$ cat src/rtl/rdma_tx_scheduler.sv
// rdma_tx_scheduler: round-robin arbiter that feeds RDMA work requests, one at a
// time, into the single tx header inserter. It assigns a per-requester 24-bit PSN,
// drives the inserter's start pulse and header fields, and waits for completion
// under a watchdog.
module rdma_tx_scheduler #(
  parameter int                  N_REQ       = 4,
  parameter int                  MAX_LEN     = 4096,
  parameter int                  WDOG_CYCLES = 65535,
  // Reset value of each requester's PSN counter (requester i in bits [24i+23:24i]).
  // Zero gives the normal power-up sequence; other values serve as a preload.
  parameter logic [N_REQ*24-1:0] PSN_INIT    = '0
) (
  input  logic                  aclk,
  input  logic                  areset,
  input  logic [N_REQ-1:0]      req_valid,
  output logic [N_REQ-1:0]      req_ready,
  input  logic [N_REQ*8-1:0]    req_opcode,
  input  logic [N_REQ*24-1:0]   req_dest_qp,
  input  logic [N_REQ*64-1:0]   req_remote_addr,
  input  logic [N_REQ*32-1:0]   req_length,
  output logic                  hi_start_tx,
  output logic [7:0]            hi_opcode,
  output logic [23:0]           hi_psn,
  output logic [23:0]           hi_dest_qp,
  output logic [63:0]           hi_remote_addr,
  output logic [31:0]           hi_length,
  input  logic                  hi_tx_busy,
  input  logic                  hi_tx_done,
  output logic                  grant_valid,
  output logic [2:0]            grant_id,
  output logic                  err_len,
  output logic                  err_timeout
);

  localparam int PTR_W = (N_REQ > 1) ? $clog2(N_REQ) : 1;
  localparam int WD_W  = $clog2(WDOG_CYCLES + 1);

  typedef enum logic [2:0] {
    S_IDLE,
    S_CHECK,
    S_LAUNCH,
    S_WAIT_BUSY,
    S_WAIT_DONE
  } state_t;

  state_t r_state, w_state_next;

  // Arbitration and grant bookkeeping
  logic [PTR_W-1:0] r_rr_ptr;
  logic [PTR_W-1:0] r_gid;
  logic [PTR_W-1:0] w_pick;
  logic             w_found;

  // Descriptor holding registers, loaded at the handshake
  logic [7:0]  r_op;
  logic [23:0] r_qp;
  logic [63:0] r_addr;
  logic [31:0] r_len;

  // Per-requester PSN counters
  logic [23:0] r_psn [N_REQ];

  // Registered outputs
  logic        r_start;
  logic        r_grant_valid;
  logic [2:0]  r_grant_id;
  logic        r_err_len;
  logic        r_err_to;
  logic [7:0]  r_hi_op;
  logic [23:0] r_hi_psn;
  logic [23:0] r_hi_qp;
  logic [63:0] r_hi_addr;
  logic [31:0] r_hi_len;

  logic [WD_W-1:0] r_wdog;

  logic w_in_wait;
  logic w_len_ok;
  logic w_wdog_exp;
  logic w_done;
  logic w_timeout;

  // Per-requester views of the packed descriptor buses
  logic [7:0]  w_op   [N_REQ];
  logic [23:0] w_qp   [N_REQ];
  logic [63:0] w_addr [N_REQ];
  logic [31:0] w_len  [N_REQ];

  genvar gi;
  generate
    for (gi = 0; gi < N_REQ; gi++) begin : g_unpack
      assign w_op[gi]   = req_opcode[gi*8 +: 8];
      assign w_qp[gi]   = req_dest_qp[gi*24 +: 24];
      assign w_addr[gi] = req_remote_addr[gi*64 +: 64];
      assign w_len[gi]  = req_length[gi*32 +: 32];
    end
  endgenerate

  // (p + k) mod N_REQ for 0 <= k <= N_REQ
  function automatic logic [PTR_W-1:0] wrap_add(input logic [PTR_W-1:0] p, input int k);
    int s;
    s = int'(p) + k;
    if (s >= N_REQ) s = s - N_REQ;
    return PTR_W'(s);
  endfunction

  // Round-robin search: first valid requester at or after rr_ptr
  always_comb begin
    w_found = 1'b0;
    w_pick  = r_rr_ptr;
    for (int i = 0; i < N_REQ; i++) begin
      if (!w_found && req_valid[wrap_add(r_rr_ptr, i)]) begin
        w_found = 1'b1;
        w_pick  = wrap_add(r_rr_ptr, i);
      end
    end
  end

  assign w_in_wait  = (r_state == S_WAIT_BUSY) || (r_state == S_WAIT_DONE);
  assign w_len_ok   = (r_len != '0) && (r_len <= 32'(MAX_LEN));
  assign w_wdog_exp = (r_wdog == WD_W'(WDOG_CYCLES - 1));
  // Completion is honoured in WAIT_BUSY too, in case busy was too short to see
  assign w_done     = w_in_wait && hi_tx_done;
  assign w_timeout  = w_in_wait && !hi_tx_done && w_wdog_exp;

  // State register
  always_ff @(posedge aclk or posedge areset) begin
    if (areset) r_state <= S_IDLE;
    else        r_state <= w_state_next;
  end

  // Next-state logic and the combinational handshake
  always_comb begin
    w_state_next = r_state;
    req_ready    = '0;
    case (r_state)
      S_IDLE: begin
        if (w_found) begin
          req_ready[w_pick] = 1'b1;
          w_state_next      = S_CHECK;
        end
      end
      S_CHECK:     w_state_next = w_len_ok ? S_LAUNCH : S_IDLE;
      S_LAUNCH:    w_state_next = S_WAIT_BUSY;
      S_WAIT_BUSY: begin
        if (w_done || w_timeout) w_state_next = S_IDLE;
        else if (hi_tx_busy)     w_state_next = S_WAIT_DONE;
      end
      S_WAIT_DONE: begin
        if (w_done || w_timeout) w_state_next = S_IDLE;
      end
      default:     w_state_next = S_IDLE;
    endcase
  end

  // Datapath: descriptor latch, header launch, PSN/rr update, watchdog, error pulses
  always_ff @(posedge aclk or posedge areset) begin
    if (areset) begin
      r_rr_ptr      <= '0;
      r_gid         <= '0;
      r_op          <= '0;
      r_qp          <= '0;
      r_addr        <= '0;
      r_len         <= '0;
      r_start       <= 1'b0;
      r_grant_valid <= 1'b0;
      r_grant_id    <= '0;
      r_err_len     <= 1'b0;
      r_err_to      <= 1'b0;
      r_hi_op       <= '0;
      r_hi_psn      <= '0;
      r_hi_qp       <= '0;
      r_hi_addr     <= '0;
      r_hi_len      <= '0;
      r_wdog        <= '0;
      for (int i = 0; i < N_REQ; i++) r_psn[i] <= PSN_INIT[i*24 +: 24];
    end else begin
      r_start   <= 1'b0;
      r_err_len <= 1'b0;
      r_err_to  <= 1'b0;

      if (r_state == S_IDLE && w_found) begin
        r_gid  <= w_pick;
        r_op   <= w_op[w_pick];
        r_qp   <= w_qp[w_pick];
        r_addr <= w_addr[w_pick];
        r_len  <= w_len[w_pick];
      end

      if (r_state == S_CHECK) begin
        if (w_len_ok) begin
          r_start       <= 1'b1;
          r_grant_valid <= 1'b1;
          r_grant_id    <= 3'(r_gid);
          r_hi_op       <= r_op;
          r_hi_psn      <= r_psn[r_gid];
          r_hi_qp       <= r_qp;
          r_hi_addr     <= r_addr;
          r_hi_len      <= r_len;
          r_wdog        <= '0;
        end else begin
          r_err_len <= 1'b1;
          r_rr_ptr  <= wrap_add(r_gid, 1);
        end
      end

      // Watchdog runs from the LAUNCH cycle onward
      if (r_state == S_LAUNCH || w_in_wait) r_wdog <= r_wdog + WD_W'(1);

      if (w_done) begin
        r_psn[r_gid]  <= r_psn[r_gid] + 24'd1;
        r_rr_ptr      <= wrap_add(r_gid, 1);
        r_grant_valid <= 1'b0;
      end

      if (w_timeout) begin
        r_err_to      <= 1'b1;
        r_rr_ptr      <= wrap_add(r_gid, 1);
        r_grant_valid <= 1'b0;
      end
    end
  end

  assign hi_start_tx    = r_start;
  assign hi_opcode      = r_hi_op;
  assign hi_psn         = r_hi_psn;
  assign hi_dest_qp     = r_hi_qp;
  assign hi_remote_addr = r_hi_addr;
  assign hi_length      = r_hi_len;
  assign grant_valid    = r_grant_valid;
  assign grant_id       = r_grant_id;
  assign err_len        = r_err_len;
  assign err_timeout    = r_err_to;

endmodule
$ cat config.mk
export PLATFORM = sky130hd
export DESIGN_NAME = rdma_tx_scheduler
export DESIGN_NICKNAME = d
export VERILOG_FILES = /design/src/rtl/rdma_tx_scheduler.sv
export SDC_FILE = /design/constraint.sdc
export NUM_CORES = 1
export LEC_CHECK = 0
export ABC_AREA = 1
export BUFFER_PORTS_ARGS = -buffer_cell sky130_fd_sc_hd__buf_2
export CAP_MARGIN = 20
export CORE_ASPECT_RATIO = 1.4
export CORE_UTILIZATION = 25
export CTS_CLUSTER_DIAMETER = 60
export DETAILED_ROUTE_END_ITERATION = 8
export GPL_TIMING_DRIVEN = 0
export PLACE_DENSITY = 0.52
export SLEW_MARGIN = 20
export SYNTH_ARGS = -nofsm -noshare
export SYNTH_HDL_FRONTEND = slang
export SYNTH_SLANG_ARGS = --single-unit
$ cat constraint.sdc
create_clock -name aclk -period 14.5 [get_ports aclk]
set_clock_uncertainty 0.05 [all_clocks]
set_input_delay 1.45 -clock aclk [delete_from_list [all_inputs] [get_ports aclk]]
set_output_delay 1.45 -clock aclk [all_outputs]
set_load 0.02 [all_outputs]
==> out/metrics.yaml <==
outcome:
  outcome: "finished clean"
drt:
  antenna_left: 0
  vias_per_cell: 4.70
  drtIter0Drc: 1942
  wl_um: 113000
  via_count: 24200
  drtPass1Iterations: 6
  routedWlPerCell_um: 21.9
  drc: 0
global_routing:
  grt_pass1_wl_um: 159000
  met3_usage_pct: 5.14
  grt_use_met1_pct: 29.9
  grt-ovfl-total: 0
  grt_pass1_vias: 23400
  top_usage_layer: "met2"
  grt_max_degree: 95
  antenna_found_initial: 44
  met2_usage_pct: 42.9
  grt_usage_pct: 24.9
logic_synthesis:
  seq_area_frac_synth_pct: 46.5
  syn_area_um2: 21800
  syn_nets: 3729
  syn_avg_cell_area_um2: 6.81
  netlist-cell-type-count: 33
  syn-instance-count: 3202
  yosysWarnings: 0
  synth-seq-cells: 405
clock_tree:
  clock_sinks: 405
  cts_max_level: 2
  cts.hold.buffers_added: 0
  cts_tree: "yes"
  numCtsBuffers: 45
  cts-root-buf: "clkbuf_16"
  cts.path.max_buffers: 3
  cts-resized-gates: 0
  cts_setup_buffers: 0
  clkLatencyLatePin_ns: 0.60
  clkTransAtPathRegs_ns: 0.07
worst_setup_path:
  worst_path_max_delay_cell: "buf_2"
  cp_max_fo: 10
  crit_required_ns: 13.00
  path_cells: "buf_2 -> inv_1 -> nand2_1 -> nand2_1 -> o21ai_2 -> inv_1 -> nand3_1 -> nand2_2 -> inv_2 -> buf_2 -> nand2_1 -> nor2_1 -> buf_2"
  max_stage_delay_ns: 0.39
  critical_path.startpoint_type: "input port"
  worst-path-buf-inv: 6
  critPathCaptureType: "primary output"
  crit_family: "buffers and inverters"
  cp.arrival_ns: 3.70
  criticalPathCategory: "input port to primary output"
timing:
  max_freq_mhz: 192
  finalCritPeriodShare_pct: 35.9
  rsz0062_at_grt: "false"
  setup_viol_count_final: 0
  maxSlewHeadroom_pct: 25.7
  fin_ws_ns: 9.30
  tightest_slew_ns: 1.11
  drv_slew: 0
  fin_crit_ns: 5.20
  finalHoldViolations: 0
cells_and_area:
  layout.nets: 4461
  drive_gt1_share_pct: 22.3
  final_cell_mix: "nand2_1, buf_2, nand3_1"
  fillers: 9735
  syn2layout_area_growth_pct: 30.0
  layout_commonest_cell: "nand2_1"
  regArea_um2: 10100
  multiInputGateArea_um2: 10300
power_and_ir_drop:
  p_switching_w: 0.00374
  p_per_area_nw_per_um2: 244
  clkPwrFrac_pct: 17.5
  p_leak_nw: 16.1
  irDropWorstVdd_mv: 0.154
  p_int_w: 0.00318
  p_sw_share_pct: 54.0
  combPwrFrac_pct: 61.1
  total_power_w: 0.00692
  p_seq_share_pct: 21.4
floorplanning:
  rows: 127
  dieArea_um2: 88400
  fp.dieW_um: 252
  core_um2: 86000
  num_io_pins: 683
  die_h_um: 351
  start_util_pct: 25.4
min_path:
  hold_class: "flop to flop"
place:
  post-dp-hpwl_um: 90600
  io_buffers: 681
  preCtsSetupSlack_ns: 9.18
  place.gp.congestion: 0.952
run:
  drv_cap: 0
power by group through the flow:
stage	sequential (W)	combinational, W	clock (W)
global route	0.00150	0.00465	0.00128
floorplan	0.00147	0.00252	0
global placement	0.00150	0.00423	0
finish	0.00148	0.00423	0.00121
CTS	0.00148	0.00425	0.00124
detailed placement	0.00150	0.00424	0
stage by stage:
| step | setup TNS (ns) | util (%) | hold WS, ns | area (um^2) | std cells |
|---|---|---|---|---|---|
| after floorplan | 0 | - | 0.392 | 21800 | 3202 |
| after global placement | -1610.48 | 31.0 | 0.399 | 26700 | 5044 |
| after detailed placement | 0 | 31.2 | 0.405 | 26800 | 5048 |
| after CTS | 0 | 32.9 | 0.420 | 28300 | 5129 |
| after global routing | 0 | 33.0 | 0.435 | 28300 | 5142 |
| final | 0 | 33.0 | 0.419 | 28400 | 5150 |
final cells by class:
type / count / area share, %
plain buffers: 202 / 3.53
inverters: 93 / 1.26
clock inverters: 19 / 0.896
repair buffers: 685 / 12.4
flip-flops and latches: 405 / 35.7
well taps: 1161 / 5.12
clock buffers: 62 / 4.44
diodes: 21 / 0.185
multi-input cells: 2502 / 36.4
registers in the layout, indices dropped and copies added, names as in the netlist, 3 cells and up:
name	count
hi_opcode	8
r_qp	24
r_len	32
hi_psn	24
hi_length	32
hi_remote_addr	64
r_addr	64
hi_dest_qp	24
r_state	3
r_op	8
r_psn	96
r_wdog	16
kinds of logic after synthesis:
group / count (synthesis) / synth area share (%)
simple gates: 2360 / 43.4
flops: 405 / 46.5
buf+inv: 295 / 6.18
compound gates: 113 / 2.66
xor+xnor: 21 / 0.843
fa+ha+maj: 7 / 0.402
other cells: 1 / 0.0172
metal layers:
layer | part of all wire, % | wire, um
met5 | 0.12 | 140
met4 | 4.4 | 5000
met3 | 6.9 | 7800
met2 | 49 | 55300
met1 | 40 | 44700
final timing paths:
check,startpoint,end,slack [ns],cells past startpoint
max,req_valid[3],req_ready[1],9.30,13
min,r_addr[49],hi_remote_addr[49],0.42,2
max reg2reg,r_len[8],hi_remote_addr[15],10.69,9
min reg2reg,r_addr[49],hi_remote_addr[49],0.42,2
max in group asynchronous,areset,hi_opcode[6],12.28,4
min in group asynchronous,areset,hi_remote_addr[15],0.82,2
Yosys cell counts (all sizes together):
cell type	count	area (um^2)
nor2	98	380
o21bai	1	7.51
inv	91	342
buf	119	688
o211ai	1	7.51
clkbuf	83	312
dfrtp	405	10100
a21oi	7	38.8
clkinv	2	7.51
or2	1	6.26
nand2	1825	6870
nor3	8	40.0
nand4	11	75.1
ha	7	87.6
xor2	17	149
xnor2	4	35.0
nand3	414	2080
nor4	3	18.8
o21ai	103	519
o22ai	1	6.26
conb	1	3.75
tightest hold or removal path: cells and delay by family (launching register included):
| kind | cells | cell delay [ns] |
|---|---|---|
| AND/OR/NAND/NOR | 2 | 0.10 |
| flip-flops | 1 | 0.34 |
(Power assumes the default switching activity.)
